$ cat src/rtl/alu_seq_pkg.sv
// Package for the ALU issue sequencer.
// Holds the request command codes, the sequencer state encoding, the ALU
// operand/result widths and a helper that decides whether a request is
// answered directly with an error instead of driving the ALU.
// Optional feature macro: ALU_WIDE_MUL_EN (enables the two-pass WMUL command).
package alu_seq_pkg;

  localparam int ALU_RES_W = 15;
  localparam int ALU_OP_W  = 16;

  localparam logic [2:0] CMD_ADD  = 3'd0;
  localparam logic [2:0] CMD_SUB  = 3'd1;
  localparam logic [2:0] CMD_AND  = 3'd2;
  localparam logic [2:0] CMD_MP0  = 3'd3;
  localparam logic [2:0] CMD_MP1  = 3'd4;
  localparam logic [2:0] CMD_DV0  = 3'd5;
  localparam logic [2:0] CMD_DV1  = 3'd6;
  localparam logic [2:0] CMD_WMUL = 3'd7;

  typedef enum logic [1:0] {
    ST_IDLE     = 2'd0,
    ST_DRIVE_LO = 2'd1,
    ST_DRIVE_HI = 2'd2,
    ST_RESP     = 2'd3
  } state_e;

  // A request is trapped when it would divide by a zero magnitude, or when it
  // asks for the wide multiply in a build that does not support it.
  function automatic logic is_trap(input logic [2:0] cmd, input logic [ALU_OP_W-1:0] b);
    logic trap;
    trap = ((cmd == CMD_DV0) || (cmd == CMD_DV1)) && (b[ALU_OP_W-1:1] == '0);
`ifndef ALU_WIDE_MUL_EN
    if (cmd == CMD_WMUL) trap = 1'b1;
`endif
    return trap;
  endfunction

endpackage

$ cat src/rtl/alu_issue_seq.sv
// alu_issue_seq: issue/sequencing stage in front of the ALU.
// Accepts one request at a time, drives A/B/command to the ALU and holds them
// for SETTLE_CYC cycles, samples the result and returns it with the request
// tag. Divide-by-zero (and WMUL when unsupported) is answered with an error
// without touching the ALU outputs.
// Optional feature macro: ALU_WIDE_MUL_EN -- when defined, cmd 7 runs MP0 then
// MP1 and returns the 30-bit product {MP1,MP0}.
// Ports:
//   clk, reset                 clock, synchronous active-high reset
//   req_valid/req_ready        request handshake; req_a/req_b/req_cmd/req_tag payload
//   alu_a/alu_b/alu_cmd        operands and command to the ALU (cmd never 7)
//   alu_res                    15-bit result from the ALU
//   rsp_valid/rsp_ready        response handshake; rsp_data/rsp_tag/rsp_err payload
// Handshakes: a transfer happens on a rising edge where valid && ready are both
// high. A raised valid keeps its payload stable and is never withdrawn until
// the transfer; ready may change freely and a valid seen while ready is low is
// simply ignored.
module alu_issue_seq
  import alu_seq_pkg::*;
#(
  parameter int SETTLE_CYC = 2,
  parameter int TAG_W      = 4
) (
  input  logic                   clk,
  input  logic                   reset,
  input  logic                   req_valid,
  output logic                   req_ready,
  input  logic [ALU_OP_W-1:0]    req_a,
  input  logic [ALU_OP_W-1:0]    req_b,
  input  logic [2:0]             req_cmd,
  input  logic [TAG_W-1:0]       req_tag,
  output logic [ALU_OP_W-1:0]    alu_a,
  output logic [ALU_OP_W-1:0]    alu_b,
  output logic [2:0]             alu_cmd,
  input  logic [ALU_RES_W-1:0]   alu_res,
  output logic                   rsp_valid,
  input  logic                   rsp_ready,
  output logic [2*ALU_RES_W-1:0] rsp_data,
  output logic [TAG_W-1:0]       rsp_tag,
  output logic                   rsp_err
);

  localparam int CNT_W = $clog2(SETTLE_CYC + 1);
  localparam logic [CNT_W-1:0] CNT_INIT = CNT_W'(SETTLE_CYC - 1);

  state_e                 state_q, state_d;
  logic [CNT_W-1:0]       cnt_q, cnt_d;
  logic [ALU_OP_W-1:0]    alu_a_q, alu_a_d;
  logic [ALU_OP_W-1:0]    alu_b_q, alu_b_d;
  logic [2:0]             alu_cmd_q, alu_cmd_d;
  logic [TAG_W-1:0]       tag_q, tag_d;
  logic                   rsp_valid_q, rsp_valid_d;
  logic [2*ALU_RES_W-1:0] rsp_data_q, rsp_data_d;
  logic                   rsp_err_q, rsp_err_d;
`ifdef ALU_WIDE_MUL_EN
  logic                   wide_q, wide_d;
  logic [ALU_RES_W-1:0]   lo_q, lo_d;
`endif

  assign req_ready = (state_q == ST_IDLE) && !reset;
  assign alu_a     = alu_a_q;
  assign alu_b     = alu_b_q;
  assign alu_cmd   = alu_cmd_q;
  assign rsp_valid = rsp_valid_q;
  assign rsp_data  = rsp_data_q;
  assign rsp_tag   = tag_q;
  assign rsp_err   = rsp_err_q;

  always_comb begin
    state_d     = state_q;
    cnt_d       = cnt_q;
    alu_a_d     = alu_a_q;
    alu_b_d     = alu_b_q;
    alu_cmd_d   = alu_cmd_q;
    tag_d       = tag_q;
    rsp_valid_d = rsp_valid_q;
    rsp_data_d  = rsp_data_q;
    rsp_err_d   = rsp_err_q;
`ifdef ALU_WIDE_MUL_EN
    wide_d      = wide_q;
    lo_d        = lo_q;
`endif
    case (state_q)
      ST_IDLE: begin
        if (req_valid && req_ready) begin
          tag_d = req_tag;
          if (is_trap(req_cmd, req_b)) begin
            // Answered next cycle; ALU outputs keep their previous values.
            rsp_err_d   = 1'b1;
            rsp_data_d  = '0;
            rsp_valid_d = 1'b1;
            state_d     = ST_RESP;
          end else begin
            alu_a_d   = req_a;
            alu_b_d   = req_b;
            // WMUL starts with the low-half multiply.
            alu_cmd_d = (req_cmd == CMD_WMUL) ? CMD_MP0 : req_cmd;
            cnt_d     = CNT_INIT;
            rsp_err_d = 1'b0;
`ifdef ALU_WIDE_MUL_EN
            wide_d    = (req_cmd == CMD_WMUL);
`endif
            state_d   = ST_DRIVE_LO;
          end
        end
      end
      ST_DRIVE_LO: begin
        if (cnt_q == '0) begin
`ifdef ALU_WIDE_MUL_EN
          if (wide_q) begin
            lo_d      = alu_res;
            alu_cmd_d = CMD_MP1;
            cnt_d     = CNT_INIT;
            state_d   = ST_DRIVE_HI;
          end else begin
            rsp_data_d  = {{ALU_RES_W{1'b0}}, alu_res};
            rsp_valid_d = 1'b1;
            state_d     = ST_RESP;
          end
`else
          rsp_data_d  = {{ALU_RES_W{1'b0}}, alu_res};
          rsp_valid_d = 1'b1;
          state_d     = ST_RESP;
`endif
        end else begin
          cnt_d = cnt_q - 1'b1;
        end
      end
`ifdef ALU_WIDE_MUL_EN
      ST_DRIVE_HI: begin
        if (cnt_q == '0) begin
          rsp_data_d  = {alu_res, lo_q};
          rsp_valid_d = 1'b1;
          state_d     = ST_RESP;
        end else begin
          cnt_d = cnt_q - 1'b1;
        end
      end
`endif
      ST_RESP: begin
        // No new accept in this cycle: req_ready is low in RESP.
        if (rsp_ready) begin
          rsp_valid_d = 1'b0;
          state_d     = ST_IDLE;
        end
      end
      default: begin
        state_d = ST_IDLE;
      end
    endcase
  end

  always_ff @(posedge clk) begin
    if (reset) begin
      state_q     <= ST_IDLE;
      cnt_q       <= '0;
      alu_a_q     <= '0;
      alu_b_q     <= '0;
      alu_cmd_q   <= '0;
      tag_q       <= '0;
      rsp_valid_q <= 1'b0;
      rsp_data_q  <= '0;
      rsp_err_q   <= 1'b0;
`ifdef ALU_WIDE_MUL_EN
      wide_q      <= 1'b0;
      lo_q        <= '0;
`endif
    end else begin
      state_q     <= state_d;
      cnt_q       <= cnt_d;
      alu_a_q     <= alu_a_d;
      alu_b_q     <= alu_b_d;
      alu_cmd_q   <= alu_cmd_d;
      tag_q       <= tag_d;
      rsp_valid_q <= rsp_valid_d;
      rsp_data_q  <= rsp_data_d;
      rsp_err_q   <= rsp_err_d;
`ifdef ALU_WIDE_MUL_EN
      wide_q      <= wide_d;
      lo_q        <= lo_d;
`endif
    end
  end

endmodule

$ cat config.mk
export PLATFORM = sky130hd
export DESIGN_NAME = alu_issue_seq
export DESIGN_NICKNAME = d
export VERILOG_FILES = /design/src/rtl/alu_seq_pkg.sv /design/src/rtl/alu_issue_seq.sv
export SDC_FILE = /design/constraint.sdc
export NUM_CORES = 1
export LEC_CHECK = 0
export CAP_MARGIN = 30
export CORE_ASPECT_RATIO = 1.4
export CORE_MARGIN = 8
export CORE_UTILIZATION = 43
export CTS_CLUSTER_DIAMETER = 50
export DETAILED_ROUTE_END_ITERATION = 10
export PLACE_DENSITY = 0.9
export SYNTH_ARGS = -nofsm -noshare
export SYNTH_HDL_FRONTEND = slang
export SYNTH_SLANG_ARGS = --single-unit
$ cat constraint.sdc
create_clock -name clk -period 2.8 [get_ports clk]
set_input_delay 0.42 -clock clk [delete_from_list [all_inputs] [get_ports clk]]
set_output_delay 0.42 -clock clk [all_outputs]
set_load 0.01 [all_outputs]
==> impl_metrics.env <==
export IMPL_status="completed"
export IMPL_cts_tree="done"
export IMPL_syn_avg_cell_area_um2=8.46
export IMPL_fp_coreArea_um2=5780
export IMPL_final_common_cell="clkdlybuf4s50_1"
export IMPL_holdBufCountCts=0
export IMPL_clk_latency_ns=0.33
export IMPL_layout_common_cells="113 x clkdlybuf4s50_1, 90 x nand2_1, 60 x dfxtp_1"
export IMPL_synth_area_leaders="dfxtp_1 48%, nand2_1 13%, a21oi_1 7.1%"
export IMPL_grt_first_pass_wirelength_mm=11.0
export IMPL_drcViolationCount=0
export IMPL_clk_pin_slew_ns=0.07
export IMPL_rsz0062_at_grt="false"
export IMPL_cp_top_family="simple AND/OR/NAND/NOR gates"
export IMPL_cts_root_buf="clkbuf_8"
export IMPL_cts_max_level=3
export IMPL_skew_ns=0.00768
export IMPL_whs_path_depth=2
export IMPL_cp_cell_sequence="clkdlybuf4s50_1 -> nor4_2 -> nand3_2 -> o21a_1 -> or3_1 -> a21oi_2"
export IMPL_drv_cap=0
export IMPL_globalplace_congestion=0.777
export IMPL_tightest_slew_ns=0.584
export IMPL_die_area_um2=8630
export IMPL_max_clock_path_buffers=2
export IMPL_rows=33
export IMPL_critical_path_class="in2reg"
export IMPL_yosysSeqAreaShare=0.475
export IMPL_leakagePower_nw=1.47
export IMPL_max_vdd_ir_drop_v=0.000381
export IMPL_die_h_um=107
export IMPL_antenna_found_initial=0
export IMPL_min_path_type="reg2reg"
export IMPL_min_period_ns=1.99
export IMPL_drt_total_wl_mm=6.94
export IMPL_cts_sinks=60
export IMPL_powerDensity_nw_per_um2=576
export IMPL_grt_max_degree=48
export IMPL_critPathMaxStageDelay_ns=0.44
export IMPL_post_synth_top_area_cell="dfxtp_1"
export IMPL_endpoint_kind="flop"
export IMPL_area_growth_pct=53.7
export IMPL_synth_top_cell_area_share=0.475
export IMPL_fin_crit_sh=0.709
export IMPL_hold_violations=0
export IMPL_dr_first_iter_drc_count=129
export IMPL_syn_inst=299
export IMPL_synth_distinct_cells=33
export IMPL_drive_above_1_share=0.0815
export IMPL_boundaryPins=130
export IMPL_fin_nets=471
export IMPL_required_ns=3.06
export IMPL_hpwlAfterDp_mm=5.36
export IMPL_final_max_slew_viol_count=0
export IMPL_dp_cells=471
export IMPL_track_usage=0.159
export IMPL_cts_made_buffers=9
export IMPL_viasPerCell=4.78
export IMPL_grt_pass1_vias=2301
export IMPL_vias=2326
export IMPL_slew_headroom=0.609
export IMPL_die_w_um=80.8
export IMPL_ant_nets=0
export IMPL_arrival_ns=2.24
export IMPL_wire_per_inst_um=14.2
export IMPL_start_kind="primary input"
export IMPL_ys_ff_latch=60
export IMPL_cts_resized=0
export IMPL_post_place_ws_ns=0.505
export IMPL_fin_ws_ns=0.814
export IMPL_path_buf_inv=1
export IMPL_worst_path_stages=6
export IMPL_fillers=471
export IMPL_crit_fanout=9
export IMPL_final_util=0.673
export IMPL_yosys_warnings=0
export IMPL_fin_cells=487
export IMPL_setup_viol=0
export IMPL_max_freq_ghz=0.503
export IMPL_slowest_stage="clkdlybuf4s50_1"
export IMPL_drtPass1Iterations=4
export IMPL_tns_ns=0
export IMPL_grt_overflow=0
export IMPL_ff2ff_path_depth=6
export IMPL_antenna_cells=0
export IMPL_synth_area_um2=2530
export IMPL_postCtsSetupBuffers=0
export IMPL_start_util=0.437
export IMPL_portBuffers=114
worst min-delay path: cells and delay by family, from the launching register on:
kind | cells | cell delay, ns
simple gates | 1 | 0.05
compound gates | 1 | 0.05
flops | 1 | 0.31
per-layer routing:
layer,share of wire,global-route usage,up-vias
li1,-,-,1172
met2,0.51,0.278,91
met3,0.11,0.0720,5
met5,0,0,-
met1,0.38,0.162,1058
met4,0.0063,0.0500,0
flip-flops by register name, indices dropped and copies added, names as in the netlist:
| name | cells |
|---|---|
| alu_cmd | 3 |
| rsp_valid | 1 |
| rsp_tag | 4 |
| rsp_err | 1 |
| cnt_q | 2 |
| alu_b | 16 |
| alu_a | 16 |
| rsp_data | 15 |
| state_q | 2 |
logic make-up (layout without fill, tap and decap cells):
group	after synthesis	count (layout)	share of synthesized area
simple gates	133	133	0.253
flops	60	60	0.475
compound gates	52	52	0.113
buf+inv	37	141	0.0930
mux	15	15	0.0594
fa+ha+maj	1	1	0.00495
other cells	1	15	0.00148
area by class of cell:
class	count	area, um2	area share
multi-input combinational	216	1140	0.294
tap	70	87.6	0.0225
sequential	60	1200	0.309
timing repair buffer	121	1190	0.306
clock buffer	12	155	0.0399
inverter	4	15.0	0.00386
clock inverter	4	95.1	0.0245
Yosys cell counts (all sizes together):
library cell  number
or3                2
nand3              3
a21oi             38
nor2               6
mux2i             15
o21ai             10
nor3               4
nand2b            21
nor2b              1
o21a               1
a22oi              1
ha                 1
dfxtp             60
and2               1
clkbuf            11
a211oi             1
a31oi              1
nand2             90
nor4b              2
conb               1
nor4               3
buf               22
inv                4
per-stage QoR:
stage | power, mW | hold slack, ns | area [um2]
5_1_grt | 2.34 | 0.472 | 3890
3_5_place_dp | 1.30 | 0.447 | 3640
6_report | 2.24 | 0.454 | 3890
3_3_place_gp | 1.29 | 0.442 | 3640
4_1_cts | 2.27 | 0.456 | 3890
2_1_floorplan | 1.13 | 0.443 | 2580
power breakdown:
part	total (mW)	internal, mW	switching (mW)
logic	0.358	0.196	0.162
registers	0.922	0.897	0.0257
clock network	0.957	0.639	0.318
total	2.24	1.73	0.505
path summary, 6_finish.rpt:
path | end | slack (ns) | startpoint
worst max-delay path | cnt_q[1] | 0.81 | req_b[4]
worst min-delay path | alu_b[4] | 0.45 | alu_b[4]
worst max register to register | alu_a[15] | 0.92 | state_q[0]
worst min register to register | alu_b[4] | 0.45 | alu_b[4]
(Power assumes the default switching activity.)
==> edit 1: new RTL, same settings <==
`SETTLE_CYC`: 2 -> 8.
--- a/src/rtl/alu_issue_seq.sv
+++ b/src/rtl/alu_issue_seq.sv
@@ -20,3 +20,3 @@
 #(
-  parameter int SETTLE_CYC = 2,
+  parameter int SETTLE_CYC = 8,
   parameter int TAG_W      = 4
Check against the original RTL: not equivalent (a bounded check fails within 4 cycles, from zero or initial values and one cycle with reset high).
==> edit 1 against the original RTL <==
- worst setup slack worse by 0.075 ns
- non-clock buffer count fell by 3
- synthesized area increased by 0.40%
- final area rose by 0.51%
- critical path depth fell by 3
- wire length up 5.0%
- clock power fell by 0.6%
- synthesized cell count grew 4.0%
- total power increased by 3.9%
- sequential share of layout area up 0.87 points
- via count is 4.6% higher
- hold slack got worse by 0.0018 ns
- sequential cell count increased by 2
- largest power group is now sequential cells
==> edit 1: results (changes against the original RTL) <==
| Metric | Value |
|---|---|
| Cell area after layout | 3910 um2 (+0.51%) |
| Wire length on met1 | 2.70 mm (+3.5%) |
| Number of non-clock inverters | 3 (-1) |
| Register-to-register setup slack | 1.02 ns (+0.10 ns) |
| Status | completed |
| NumNets Final | 480 (+1.9%) |
| Clock buf count | 10 (-2) |
| Clk power | 951 uW (-0.6%) |
| First-pass GRT wire length | 11.2 mm (+2.1%) |
| Footprint of the multi-input gates | 1140 um2 (-0.22%) |
| Top cells by area, synth | dfxtp_1 49%, nand2_1 16%, a21oi_1 8.1% |
| Drt initial violations | 111 (-14%) |
| Relative slew slack | 0.386 (-0.223) |
| P_int | 1.76 mW (+1.8%) |
| M1 GR Usage | 0.163 (+0.000750) |
| Share of layout cells above drive strength 1 | 0.0681 (-0.0135) |
| Worst clock skew | 0.0104 ns (+0.00274 ns) |
| GR Layer Usage met2 | 0.283 (+0.00575) |
| P_leak | 1.51 nW (+3.2%) |
| Detailed placement HPWL | 5.52 mm (+3.0%) |
| Crit-path max FO | 3 (-6) |
| Hold Slack | 0.452 ns (-0.00182 ns) |
| CP top delay family | buffers and inverters |
| Fill count | 486 (+3.2%) |
| Placed Instance Area | 3660 um2 (+0.65%) |
| Netlist cell types | 38 (+15%) |
| Commonest cells post-synth | 111 x nand2_1, 62 x dfxtp_1, 41 x a21oi_1, 16 x buf_4, 15 x mux2i_1 |
| GRT Resource Usage Total | 0.164 (+0.00538) |
| Seq/total area | 0.318 (+0.00866) |
| Tmin final | 2.06 ns (+0.0747 ns) |
| Met3 GRT Util | 0.0570 (-0.0151) |
| RD Place Congestion | 0.772 (-0.72%) |
| Count of plain and timing-repair buffers | 118 (-2.5%) |
| Largest net degree at the start of global routing | 44 (-8.3%) |
| Multi-input gates | 227 (+5.1%) |
| Clk pwr share | 0.409 (-0.019) |
| Seq cells post-synth | 62 (+3.3%) |
| Pre-CTS WS | 0.476 ns (-0.0290 ns) |
| Wire per inst | 14.7 um (+3.1%) |
| Clock-cell share of area | 0.0631 (-0.00129) |
| Routed met2 length | 3.64 mm (+3.0%) |
| WL met3 | 724 um (-2.8%) |
| Sequential share of power | 0.415 (+0.003) |
| CP arrival | 1.64 ns (-0.60 ns) |
| Maximum VDD drop | 0.333 mV (-13%) |
| Vias in the first global route | 2421 (+5.2%) |
| Fin cells | 496 (+1.8%) |
## edit 1: cell count changes after synthesis, moves of 4 or more
cell      unedited run  this run
clkbuf_1            11         7
a21oi_1             36        41
nand2b_1            21         2
nand2_1             90       111
buf_2                2         9
buf_6                5         1
## edit 1: final timing paths
path                                  to                    start
hold / removal     alu_a[1]$_SDFFE_PP0P_    alu_a[1]$_SDFFE_PP0P_
setup reg to reg  alu_b[11]$_SDFFE_PP0P_  state_q[0]$_SDFFE_PP0P_
setup / recovery               req_ready                    reset
hold reg to reg    alu_a[1]$_SDFFE_PP0P_    alu_a[1]$_SDFFE_PP0P_
## edit 1: kinds of logic (layout without fill, tap and decap cells)
logic type / count (synthesis) / count (layout) / share of synthesized area
AOI/OAI and AO/OA: 58 / 58 / 0.131
adders and majority gates: 1 / 1 / 0.00493
buffers and inverters: 36 / 137 / 0.0843
DFF: 62 / 62 / 0.489
muxes: 15 / 15 / 0.0591
other: 1 / 15 / 0.00148
and+or+nand+nor: 138 / 138 / 0.230
==> edit 2: new RTL, same settings <==
Made on the original files. Register the output `rsp_err` once more, without a reset; this adds one clock of latency there. The other outputs are not delayed to match.
--- a/src/rtl/alu_issue_seq.sv
+++ b/src/rtl/alu_issue_seq.sv
@@ -66,3 +66,5 @@
   assign rsp_tag   = tag_q;
-  assign rsp_err   = rsp_err_q;
+  always_ff @(posedge clk) begin
+    rsp_err <= rsp_err_q;
+  end
 
Check against the original RTL: not equivalent (Yosys sat finds a counterexample within 4 cycles, from zero or initial values and one cycle with reset high).
==> edit 2 against the original RTL <==
- core utilization fell by 0.26 points
- via count increased by 1.6%
- worst setup slack worse by 0.095 ns
- critical path depth rose by 1
- hold slack got worse by 0.10 ns
- total power is 4.0% lower
- final area decreased by 0.39%
- first-iteration DRC count grew 0.78%
- wire length grew 0.62%
- non-clock buffer count is 1 lower
- synthesized area increased by 0.79%
- sequential cell count up 1
- die area is 0.65% higher
- critical path type unchanged
- critical endpoint is now alu_a[12]$_SDFFE_PP0P_
- largest power group is now sequential cells
==> edit 2: results (changes against the original RTL) <==
| Metric | Value |
|---|---|
| RR Startpoint | state_q[0]$_SDFFE_PP0P_ |
| Drt initial violations | 130 (+0.78%) |
| Crit-path max FO | 14 (+5) |
| CP max-delay cell | clkdlybuf4s50_1 |
| Hold Slack | 0.351 ns (-0.104 ns) |
| Total wire length | 6.98 mm (+0.62%) |
| Largest net degree at the start of global routing | 56 (+17%) |
| Maximum VDD drop | 0.553 mV (+45%) |
| Worst-Skew Late Latency | around 0.32 ns |
| Register-to-register setup slack | 0.87 ns (-0.05 ns) |
| Fill count | 472 (+0.21%) |
| Cells on worst reg2reg path | 6 (unchanged) |
| CP arrival | 2.32 ns (+0.08 ns) |
| Tightest Hold Check Type | reg -> reg |
| CTS Buf Count | 9 (unchanged) |
| Post-CTS Setup Bufs | 0 (unchanged) |
| Synth async-reset ratio | 0 (unchanged) |
| First-pass GRT wire length | 11.0 mm (+0.19%) |
| CTS-repair resized insts | 0 (unchanged) |
| Worst clock skew | 0.00967 ns (+0.00200 ns) |
| Hold path start | rsp_err_q$_SDFFE_PP0P_ |
| Top cells by area, synth | dfxtp_1 48%, nand2_1 13%, a21oi_1 7.1% |
| Clock Tree Root | clkbuf_8 |
| Diode count | 0 (unchanged) |
| RD Place Congestion | 0.809 (+4.1%) |
| Status | completed |
| RR Endpoint | alu_b[12]$_SDFFE_PP0P_ |
| P_leak | 1.45 nW (-0.95%) |
| Hold-critical path depth | 0 (-2) |
| Synth Instances | 300 (+0.33%) |
| Worst Tran Pin Value | 0.605 ns (+0.0210 ns) |
| First-pass DRT Iterations | 4 (unchanged) |
| Cells after DPL | 471 (unchanged) |
| Htree depth | 3 (unchanged) |
| Vias in the first global route | 2385 (+3.7%) |
| Synthesis Warnings | 0 (unchanged) |
| CP top delay family | compound AO/OA/AOI/OAI gates |
| Initial antenna violation count | 0 (unchanged) |
| Critical path's largest stage delay | ~0.43 ns |
| Commonest cells post-synth | 90 x nand2_1, 61 x dfxtp_1, 36 x a21oi_1, 21 x nand2b_1 |
| Worst-path clk slew | 0.07 ns (about the same) |
| Hold Path End | rsp_err$_DFF_P_ |
| GRT Resource Usage Total | 0.158 (-0.00102) |
| Origin of the worst setup path | req_b[1] |
| Detailed placement HPWL | 5.39 mm (+0.57%) |
| Via count | 2363 (+1.6%) |
| Via/cell ratio | 4.85 (+1.6%) |
| Sequential area share after synthesis | 0.479 (+0.00412) |
[edit 2: changes by cell type in the layout (fill, tap and decap cells not counted), sizes merged]
| cell | before | now |
|---|---|---|
| buf | 8 | 7 |
| dfxtp | 60 | 61 |
| clkinv | 1 | 3 |
| clkbuf | 12 | 9 |
| bufinv | 3 | 2 |
| inv | 4 | 5 |
| clkinvlp | 0 | 1 |
[edit 2: worst register-to-register path, stage by stage, from the launching register on]
cell and delay (ns):
dfxtp_1 0.41, nor4b_4 0.37, and2_1 0.21, o21a_1 0.27, buf_4 0.35, nand2_1 0.11
a21oi_1 0.15
[edit 2: worst max-delay path by stage]
| stage | end | slack, ns | depth (start not counted) |
|---|---|---|---|
| floorplan | cnt_q[1]$_SDFFE_PP0P_ | 1.11 | 6 |
| global placement | alu_b[15]$_SDFFE_PP0P_ | 0.44 | 7 |
| detailed placement | alu_a[12]$_SDFFE_PP0P_ | 0.39 | 7 |
| CTS | alu_a[4]$_SDFFE_PP0P_ | 0.71 | 7 |
| global route | alu_a[9]$_SDFFE_PP0P_ | 0.54 | 7 |
| finish | alu_a[12]$_SDFFE_PP0P_ | 0.72 | 7 |
[edit 2: logic make-up after synthesis]
| logic type | Yosys count | synth area share |
|---|---|---|
| muxes | 15 | 0.0589 |
| and+or+nand+nor | 133 | 0.251 |
| adders and majority gates | 1 | 0.00491 |
| other | 1 | 0.00147 |
| AOI/OAI and AO/OA | 52 | 0.112 |
| DFF | 61 | 0.479 |
| buffers and inverters | 37 | 0.0923 |
[edit 2: metal layers]
metal,wire length [um],track usage,vias up
li1,-,-,1169
met1,2520,0.159,1072
met2,3490,0.275,104
met3,762,0.0553,18
met4,216,0.0821,0
met5,0,0,-
[edit 2: power by group]
part | internal, mW | switching (mW) | total, mW
combinational | 0.195 | 0.162 | 0.357
sequential | 0.911 | 0.0265 | 0.937
clock | 0.505 | 0.348 | 0.853
[edit 2: area by class of cell]
type	instances	area [um2]	share of cell area
Timing Repair Buffer	120	1180	0.305
Clock inverter	7	98.8	0.0255
Sequential cell	61	1220	0.315
Tap cell	70	87.6	0.0226
Inverter	4	15.0	0.00388
Clock buffer	9	124	0.0320
Multi-Input combinational cell	216	1140	0.296
[edit 2: stage by stage]
stage | utilization | instance area, um2 | worst slack [ns] | total power, mW
final | 0.670 | 3870 | 0.719 | 2.15
after global routing | 0.670 | 3870 | 0.544 | 2.24
after CTS | 0.670 | 3870 | 0.706 | 2.17
after detailed placement | 0.631 | 3650 | 0.387 | 1.31
after global placement | 0.631 | 3650 | 0.437 | 1.31
after floorplan | - | 2600 | 1.11 | 1.14
